===== src/rtl/floor_input_comparator.sv =====
// floor_input_comparator
//
// Purpose:
//   Decides where a newly requested floor goes in the elevator request memory.
//   A request that lies strictly between the car's current floor and the floor
//   at the memory head, in the direction of travel, is inserted at the head
//   (beginEndMemory_Flag = 1). Every other request is appended at the tail
//   (beginEndMemory_Flag = 0). An empty memory always takes the request at the
//   head. The decision is registered one cycle after req_valid is sampled, and
//   it holds until the next sampled request.
//
// Optional feature:
//   FLOOR_INPUT_COMPARATOR_DUP_EN - when defined, a request equal to the current
//   floor or to the head floor is flagged as a duplicate (dup_Flag = 1). Its
//   decision is forced to 0, and this check takes priority over mem_empty.
//   When undefined, dup_Flag is tied to 0 but the port is kept.
//
// Ports:
//   clk                  in   rising-edge clock
//   rst_n                in   asynchronous active-low reset
//   req_valid            in   one-cycle strobe: sample a new request
//   floor_destiny_Input  in   [FLOOR_W] requested destination floor
//   pos0Mem              in   [FLOOR_W] floor at head of request memory
//   actualFloor          in   [FLOOR_W] floor the car is currently at
//   down_up_Flag         in   travel direction, 1 = up, 0 = down
//   mem_empty            in   request memory holds no entries
//   beginEndMemory_Flag  out  registered decision, 1 = head, 0 = tail
//   result_valid         out  one-cycle pulse after each sampled request
//   dup_Flag             out  registered duplicate indication

module floor_input_comparator #(
  parameter int FLOOR_W = 2
) (
  input  logic               clk,
  input  logic               rst_n,
  input  logic               req_valid,
  input  logic [FLOOR_W-1:0] floor_destiny_Input,
  input  logic [FLOOR_W-1:0] pos0Mem,
  input  logic [FLOOR_W-1:0] actualFloor,
  input  logic               down_up_Flag,
  input  logic               mem_empty,
  output logic               beginEndMemory_Flag,
  output logic               result_valid,
  output logic               dup_Flag
);

  logic on_the_way;
  logic next_decision;

  // The request is "on the way" when it lies strictly between the current floor
  // and the head floor, in the direction of travel. A request in the opposite
  // direction, or past the head floor, fails both tests.
  always_comb begin
    on_the_way = 1'b0;
    if (down_up_Flag)
      on_the_way = (actualFloor < floor_destiny_Input) && (floor_destiny_Input < pos0Mem);
    else
      on_the_way = (pos0Mem < floor_destiny_Input) && (floor_destiny_Input < actualFloor);
  end

`ifdef FLOOR_INPUT_COMPARATOR_DUP_EN
  logic is_dup;

  // A duplicate is never inserted at the head, even into an empty memory.
  always_comb begin
    is_dup        = (floor_destiny_Input == actualFloor) || (floor_destiny_Input == pos0Mem);
    next_decision = 1'b0;
    if (is_dup)
      next_decision = 1'b0;
    else if (mem_empty)
      next_decision = 1'b1;
    else
      next_decision = on_the_way;
  end

  // The duplicate flag changes only on a sampled request, so it stays in step
  // with the decision register.
  always_ff @(posedge clk or negedge rst_n) begin
    if (!rst_n)
      dup_Flag <= 1'b0;
    else if (req_valid)
      dup_Flag <= is_dup;
  end
`else
  always_comb begin
    next_decision = 1'b0;
    if (mem_empty)
      next_decision = 1'b1;
    else
      next_decision = on_the_way;
  end

  assign dup_Flag = 1'b0;
`endif

  // The decision holds between requests. result_valid re-evaluates on every
  // edge, so back-to-back requests each produce their own pulse.
  always_ff @(posedge clk or negedge rst_n) begin
    if (!rst_n) begin
      beginEndMemory_Flag <= 1'b0;
      result_valid        <= 1'b0;
    end else begin
      result_valid <= req_valid;
      if (req_valid)
        beginEndMemory_Flag <= next_decision;
    end
  end

endmodule


===== config.mk =====
export PLATFORM = sky130hd
export DESIGN_NAME = floor_input_comparator
export DESIGN_NICKNAME = d
export VERILOG_FILES = /design/src/rtl/floor_input_comparator.sv
export SDC_FILE = /design/constraint.sdc
export NUM_CORES = 1
export LEC_CHECK = 0
export BUFFER_PORTS_ARGS = -buffer_cell sky130_fd_sc_hd__buf_2
export CAP_MARGIN = 15
export CORE_AREA = 2 2 39 41
export CTS_CLUSTER_DIAMETER = 200
export DETAILED_ROUTE_END_ITERATION = 10
export DIE_AREA = 0 0 41 43
export GPL_TIMING_DRIVEN = 0
export PLACE_DENSITY = 0.48
export SYNTH_ARGS = -nofsm -noshare
export SYNTH_HDL_FRONTEND = slang
export SYNTH_SLANG_ARGS = --single-unit

===== constraint.sdc =====
create_clock -name clk -period 1.2 [get_ports clk]
set_clock_uncertainty 0.05 [all_clocks]
set_input_delay 0 -clock clk [delete_from_list [all_inputs] [get_ports clk]]
set_output_delay 0 -clock clk [all_outputs]
set_load 0.005 [all_outputs]

# Word-level counts from Yosys, hierarchy flattened
# Cells that the tools add are included.
[word_totals]
register_bits = 2
latch_bits = 0
ramBits = 0
mem_bits_ro = 0
inputBits = 11
out_inout_bits = 3
elab_cells = 10
mem_count = 0
[op_classes]
add_sub_neg = 0
n_mul = 0
div_mod_pow = 0
order_cmp = 4
eq_ne = 0
shifts = 0
n_mux = 2
bitwise = 0
reduce_logical = 2
[ops]
columns = ["op", "n"]
rows = [
  ["$lt A2 B2 Y1", 4],
  ["$logic_and A1 B1 Y1", 2],
  ["$mux W1", 2],
]

# Depth between registers and ports, before layout
# Gate-level depths: netlist of run 1.
[logic_depth]
word_depth = 4
ltp_mapped = 6
ltp_nobuf = 6

# Least setup slack after synthesis of run 1
# Ideal clock, no wire load.
[synth_path]
kind = "in2reg"
from = "input port floor_destiny_Input[1]"
to = "register beginEndMemory_Flag"
t_arrival_ns = 0.992
slack_ns = 0.089
path_stages = 6
n_path_buf = 0
path_cell_list = "inv_1 -> ha_1 -> a22oi_1 -> nand2_1 -> or4_1 -> nand3_1"
[synth_between]
elab_chain_cells = 4
word_cells_on_any_way = 8
classes_between = "4 x order compare; 2 x mux; 2 x reduce/logical"
[synth_lines]
columns = ["item", "line_no", "text"]
rows = [
  ["start, declared", "37", "input logic [FLOOR_W-1:0] floor_destiny_Input,"],
  ["$lt A2 B2 Y1, on equally long branches", "58, 56", ""],
  ["$logic_and A1 B1 Y1, on equally long branches", "58, 56", ""],
  ["$mux W1 *", "55", "if (down_up_Flag)"],
  ["$mux W1 *", "87", "if (mem_empty)"],
  ["end signal, assigned", "105", "beginEndMemory_Flag <= next_decision;"],
  ["end, declared", "42", "output logic beginEndMemory_Flag,"],
]
# Every way passes the cells marked *; elsewhere a longest branch is shown, timed or not.
# A chain may end at the register's enable or synchronous reset.

==> results of run 1 <==
## cells by family (layout without fill, tap and decap cells)
group           count (synthesis)  after routing  share of synthesized area
mux                             1              1                     0.0526
buf+inv                         7             24                      0.158
flops                           2              2                      0.263
simple gates                    6              6                      0.151
compound gates                  3              3                     0.0921
fa+ha+maj                       4              4                      0.263
other cells                     1              1                     0.0197
## routing by layer
layer	vias up	part of all wire	global-route usage
li1	111	-	-
met1	83	0.45	0.0701
met2	8	0.45	0.0844
met3	0	0.10	0.0366
met4	0	0	0.0600
met5	-	0	0
## synth_stat cells (all sizes together)
| cell | number |
|---|---|
| nand2 | 1 |
| a21oi | 2 |
| or4 | 1 |
| nand3 | 2 |
| a22oi | 1 |
| nor2 | 2 |
| dfrtp | 2 |
| buf | 1 |
| ha | 4 |
| mux2i | 1 |
| inv | 6 |
| conb | 1 |
## sequential cells by signal (all words and copies together) (netlist names)
| signal | count |
|---|---|
| beginEndMemory_Flag | 1 |
| result_valid | 1 |
## through the flow
step | cells | TNS, ps
detailed placement | 52 | -94.7
floorplan | 24 | 0
global route | 57 | 0
CTS | 58 | 0
finish | 57 | 0
global placement | 52 | -73.8
## power by group through the flow
stage	combinational, mW	sequential [mW]	clock, mW
floorplan	0.0376	0.0808	0
global placement	0.0705	0.0801	0
detailed placement	0.0715	0.0803	0
global route	0.0907	0.0811	0.167
CTS	0.0795	0.0796	0.160
finish	0.0769	0.0795	0.147
## cell type report
| cell class | count | share of cell area |
|---|---|---|
| Multi-Input combinational cell | 15 | 0.346 |
| Timing Repair Buffer | 14 | 0.268 |
| Clock buffer | 3 | 0.0709 |
| Sequential cell | 2 | 0.157 |
| Buffer | 1 | 0.0236 |
| Tap cell | 16 | 0.0630 |
| Inverter | 6 | 0.0709 |
## cells in the final DEF (no fill, tap or decap)
master / n
clkbuf_4: 3
or4_1: 1
nand2_1: 1
dlygate4sd3_1: 3
conb_1: 1
a22oi_1: 1
inv_1: 6
nand3_1: 2
a21oi_1: 2
buf_4: 1
dfrtp_1: 2
mux2i_1: 1
ha_1: 4
buf_2: 11
nor2_1: 2
## final timing paths
path | slack [ps] | from | to | depth (start not counted)
setup / recovery | 100 | req_valid | beginEndMemory_Flag | 4
hold / removal | 40 | rst_n | result_valid | 2
setup reg to reg | 120 | beginEndMemory_Flag | beginEndMemory_Flag | 3
hold reg to reg | 470 | beginEndMemory_Flag | beginEndMemory_Flag | 2
max in group asynchronous | 960 | rst_n | beginEndMemory_Flag | 2
min in group clk | 40 | down_up_Flag | beginEndMemory_Flag | 4
## what timing repair did
action / CTS / global route
hold buffers: 3 / 0
endpoints found under the setup margin: 0 / 1
endpoints found under the hold margin: 4 / 0
==> key figures, run 1 <==
Finish
  – Layout Nets: 58
  – Layout area overhead: 67.1%
  – FF/Latch Area: 50.0 sq um
  – Post-layout util: 0.230
  – Ant. Diodes: 0
  – Design area: 318 sq um
  – Layout cells sized above 1: 0.366
  – Footprint of the multi-input gates: 110 sq um
  – FILL cells: 154

Power
  – Peak VDD IR: 0.000270 V
  – Clock network fraction of design power: 0.485
  – Sw frac: 0.247
  – Pwr/cell area: 955 nW/um^2
  – Reg power frac: 0.262
  – Comb pwr share: 0.253
  – Pleak: 0.181 nW
  – Internal power: 0.229 mW
  – Net Switching: 0.0750 mW
  – Tot Pwr: 0.304 mW

Yosys
  – Ranking of synthesized cells by area: dfrtp_1, ha_1, inv_1
  – Sequential cell area fraction in the yosys report: 0.263
  – FF+latch count, synth: 2
  – Area leader, netlist: dfrtp_1
  – Syn Inst Count: 24
  – Synth Net Count: 39
  – Yosys warns: 0
  – Mean post-synth cell area: 7.92 sq um
  – Synth unique cells: 12
  – Mapped cell area: 190 sq um
  – Share of the synthesized area in the top cell type: 0.263

Floorplan
  – Die Y: 43 um
  – Die footprint: 1760 sq um
  – Starting density of the core: 0.137
  – I/O Pins: 14
  – FP Rows: 14
  – Std-Cell Core Area: 1380 sq um
  – Die Wd: 41 um

Clock network
  – Clk root buf: clkbuf_4
  – CTS buffer count: 3
  – Latest clock arrival within the worst-skew pair: 220 ps
  – Clock H-tree levels: 1
  – Clk slew on worst S/H paths: 30 ps
  – Post-CTS Setup Bufs: 0
  – Post-cts sizing count: 0
  – Clock buffer depth: 2
  – CTS tree: built
  – Clock sinks: 2

Timing
  – Min Clock Period, post-route: 1100 ps
  – RSZ-0062 raised after global routing: no
  – Fin. Hold Viols: 0
  – Fmax: 905 MHz
  – Final Max Tran Viols: 0
  – Final worst slack: 95.4 ps
  – Final period util: 0.921
  – Final setup viols: 0
  – WHS: 36.8 ps

Global route
  – Global-route usage over all layers: 0.0651
  – Vias in the first global route: 208
  – First-pass GRT wire length: 738 um
  – Largest net degree at the start of global routing: 4
  – Initial antenna violation count: 0
  – Congestion Overflow GR: 0

Place
  – IO buf count: 12
  – Dpl ws: -94.7 ps
  – Cell Area, Placed: 270 sq um
  – Final Wtd Congestion: 0.706

Worst setup path
  – Critical path's top delay family: simple AND/OR/NAND/NOR gates
  – Worst path buffer plus inverter count: 1
  – Worst Path Class, Setup: in2reg
  – Startpoint class of the critical path: input pin
  – Crit path DAT: 1210 ps
  – Req. time, crit path: 1310 ps
  – Maximum fanout along the worst path: 3
  – Crit-path slowest cell: dlygate4sd3_1
  – CP Cell Sequence: dlygate4sd3_1 -> nor2_1 -> or4_1 -> nand3_1
  – CP Capture Type: register
  – Critical path's largest stage delay: 590 ps

Drt
  – Residual DRC: 0
  – Routed length per instance: 7.23 um
  – Routed wire length: 412 um
  – Vias per cell: 3.54
  – DR iter-0 viols: 0
  – Pre-Repair DR Iteration Count: 1
  – Detail Route Antenna Nets: 0
  – Via count: 202

Run status
  – Status: completed

Hold path
  – Hold/Removal Path Class: in2async

Run
  – Max Cap Violations: 0
No activity file was read; power rests on OpenSTA's default activity.
==> run 2: changes to the inputs <==
RECOVER_POWER = 50   (was not set)
==> key figures, run 2 (synthesized netlist as in run 1, its figures left out) <==
Run status
  – Status: completed

Floorplan
  – Die Wd: 41 um (unchanged)
  – Starting density of the core: 0.137 (unchanged)
  – Die Y: 43 um (unchanged)
  – Std-Cell Core Area: 1380 sq um (unchanged)
  – Die footprint: 1760 sq um (unchanged)
  – I/O Pins: 14 (unchanged)
  – FP Rows: 14 (unchanged)

Timing
  – WHS: 36.8 ps (unchanged)
  – Final Max Tran Viols: 0 (unchanged)
  – TNS Setup: 0 ps (unchanged)
  – Fin. Hold Viols: 0 (unchanged)
  – Final worst slack: 95.4 ps (unchanged)
  – Min Clock Period, post-route: 1100 ps (unchanged)
  – Final setup viols: 0 (unchanged)
  – Fmax: 905 MHz (unchanged)
  – RSZ-0062 raised after global routing: no
  – Final period util: 0.921 (unchanged)

Power
  – Pleak: 0.178 nW (-1.5%)
  – Tot Pwr: 0.303 mW (-0.15%)
  – Pwr/cell area: 958 nW/um^2 (+0.25%)
  – Peak VDD IR: 0.000270 V (about the same)

Worst setup path
  – Reg2Reg Depth: 3 (unchanged)
  – CP Capture Type: register
  – R2r setup slk: 120 ps (about the same)
  – Startpoint class of the critical path: input pin
  – Maximum fanout along the worst path: 3 (unchanged)
  – Worst Path Class, Setup: in2reg
  – Reg2reg start: beginEndMemory_Flag
  – Reg-to-Reg End: beginEndMemory_Flag
  – Req. time, crit path: 1310 ps (about the same)
  – Crit path DAT: 1210 ps (about the same)

Global route
  – Initial antenna violation count: 0 (unchanged)
  – Congestion Overflow GR: 0 (unchanged)
  – First-pass GRT wire length: 738 um (unchanged)
  – Vias in the first global route: 208 (unchanged)
  – M2 GR Usage: 0.0844 (unchanged)
  – Most Used Layer, Global Route: met2
  – Met1 usage: 0.0701 (unchanged)
  – Met3 usage: 0.0366 (unchanged)
  – Largest net degree at the start of global routing: 4 (unchanged)
  – Global-route usage over all layers: 0.0651 (unchanged)

Finish
  – Finished Layout Cells: 57 (unchanged)
  – Commonest non-fill, non-tap cell in the layout: buf_2
  – Biggest regs: beginEndMemory_Flag: 1 flops, result_valid: 1 flops
  – Post-layout util: 0.229 (-0.000904)
  – Layout cells sized above 1: 0.341 (-0.0244)
  – Layout area overhead: 66.4%
  – Layout Nets: 58 (unchanged)
  – Design area: 317 sq um (-0.39%)
  – Ant. Diodes: 0 (unchanged)
  – Commonest cells after routing, fill and taps aside: buf_2, inv_1, ha_1, clkbuf_4, dlygate4sd3_1

Drt
  – Routed length per instance: 7.19 um (-0.49%)
  – Detail Route Antenna Nets: 0 (unchanged)
  – Vias per cell: 3.54 (unchanged)
  – Pre-Repair DR Iteration Count: 1 (unchanged)
  – Via count: 202 (unchanged)
  – DR iter-0 viols: 0 (unchanged)
  – Routed wire length: 410 um (-0.49%)
  – Residual DRC: 0 (unchanged)

Clock network
  – Clock sinks: 2 (unchanged)
  – Post-CTS Setup Bufs: 0 (unchanged)
  – Clock H-tree levels: 1 (unchanged)
  – CTS tree: built
  – Clk root buf: clkbuf_4
  – Clock buffer depth: 2 (unchanged)
  – Clk slew on worst S/H paths: 30 ps (about the same)
  – Latest clock arrival within the worst-skew pair: 220 ps (about the same)
  – CTS buffer count: 3 (unchanged)

Place
  – Cell Area, Placed: 270 sq um (unchanged)
  – IO buf count: 12 (unchanged)
  – Dpl cells: 52 (unchanged)
  – Dpl ws: -94.7 ps (unchanged)
  – Final Wtd Congestion: 0.706 (unchanged)

Hold path
  – Hold/Removal Path Class: in2async

Run
  – Max Cap Violations: 0 (unchanged)
[run 2: cell types whose count changed in the layout (fill, tap and decap cells not counted), sizes merged]
cell / before / now
buf: 12 / 11
clkbuf: 3 / 4
[run 2: final cells by class]
class                      count  area, sq um
fill                         155         1070
clock buffer                   3         22.5
inverter                       6         22.5
buffer                         1         7.51
timing repair buffer          14         83.8
multi-input combinational     15          110
sequential                     2         50.0
tap                           16         20.0
[run 2: per-layer routing]
layer | vias up | routed length [um]
met5 | - | 0
met4 | 0 | 0
met3 | 0 | 42
met2 | 8 | 184
met1 | 83 | 184
li1 | 111 | -
[run 2: how the worst max path moves through the flow]
stage / from / endpoint / depth (start not counted)
5_1_grt: req_valid / beginEndMemory_Flag / 4
4_1_cts: req_valid / beginEndMemory_Flag / 5
3_5_place_dp: floor_destiny_Input[1] / beginEndMemory_Flag / 7
3_3_place_gp: floor_destiny_Input[1] / beginEndMemory_Flag / 7
2_1_floorplan: floor_destiny_Input[1] / beginEndMemory_Flag / 6
6_report: req_valid / beginEndMemory_Flag / 4
[run 2: critical path, cell delays in order]
cell and delay (ps):
dlygate4sd3_1 590, nor2_1 70, or4_1 460, nand3_1 90
[run 2: report_power, final]
| group | total, mW | internal [mW] | switching [mW] | leakage (nW) |
|---|---|---|---|---|
| clock network | 0.147 | 0.110 | 0.0369 | 0.0138 |
| logic | 0.0765 | 0.0427 | 0.0338 | 0.142 |
| registers | 0.0795 | 0.0752 | 0.00433 | 0.0227 |
[run 2: repair_timing]
action | CTS | global route
hold buffers | 3 | 0
setup endpoints to repair | 0 | 1
resized for setup | 0 | 0
endpoints found under the hold margin | 4 | 0
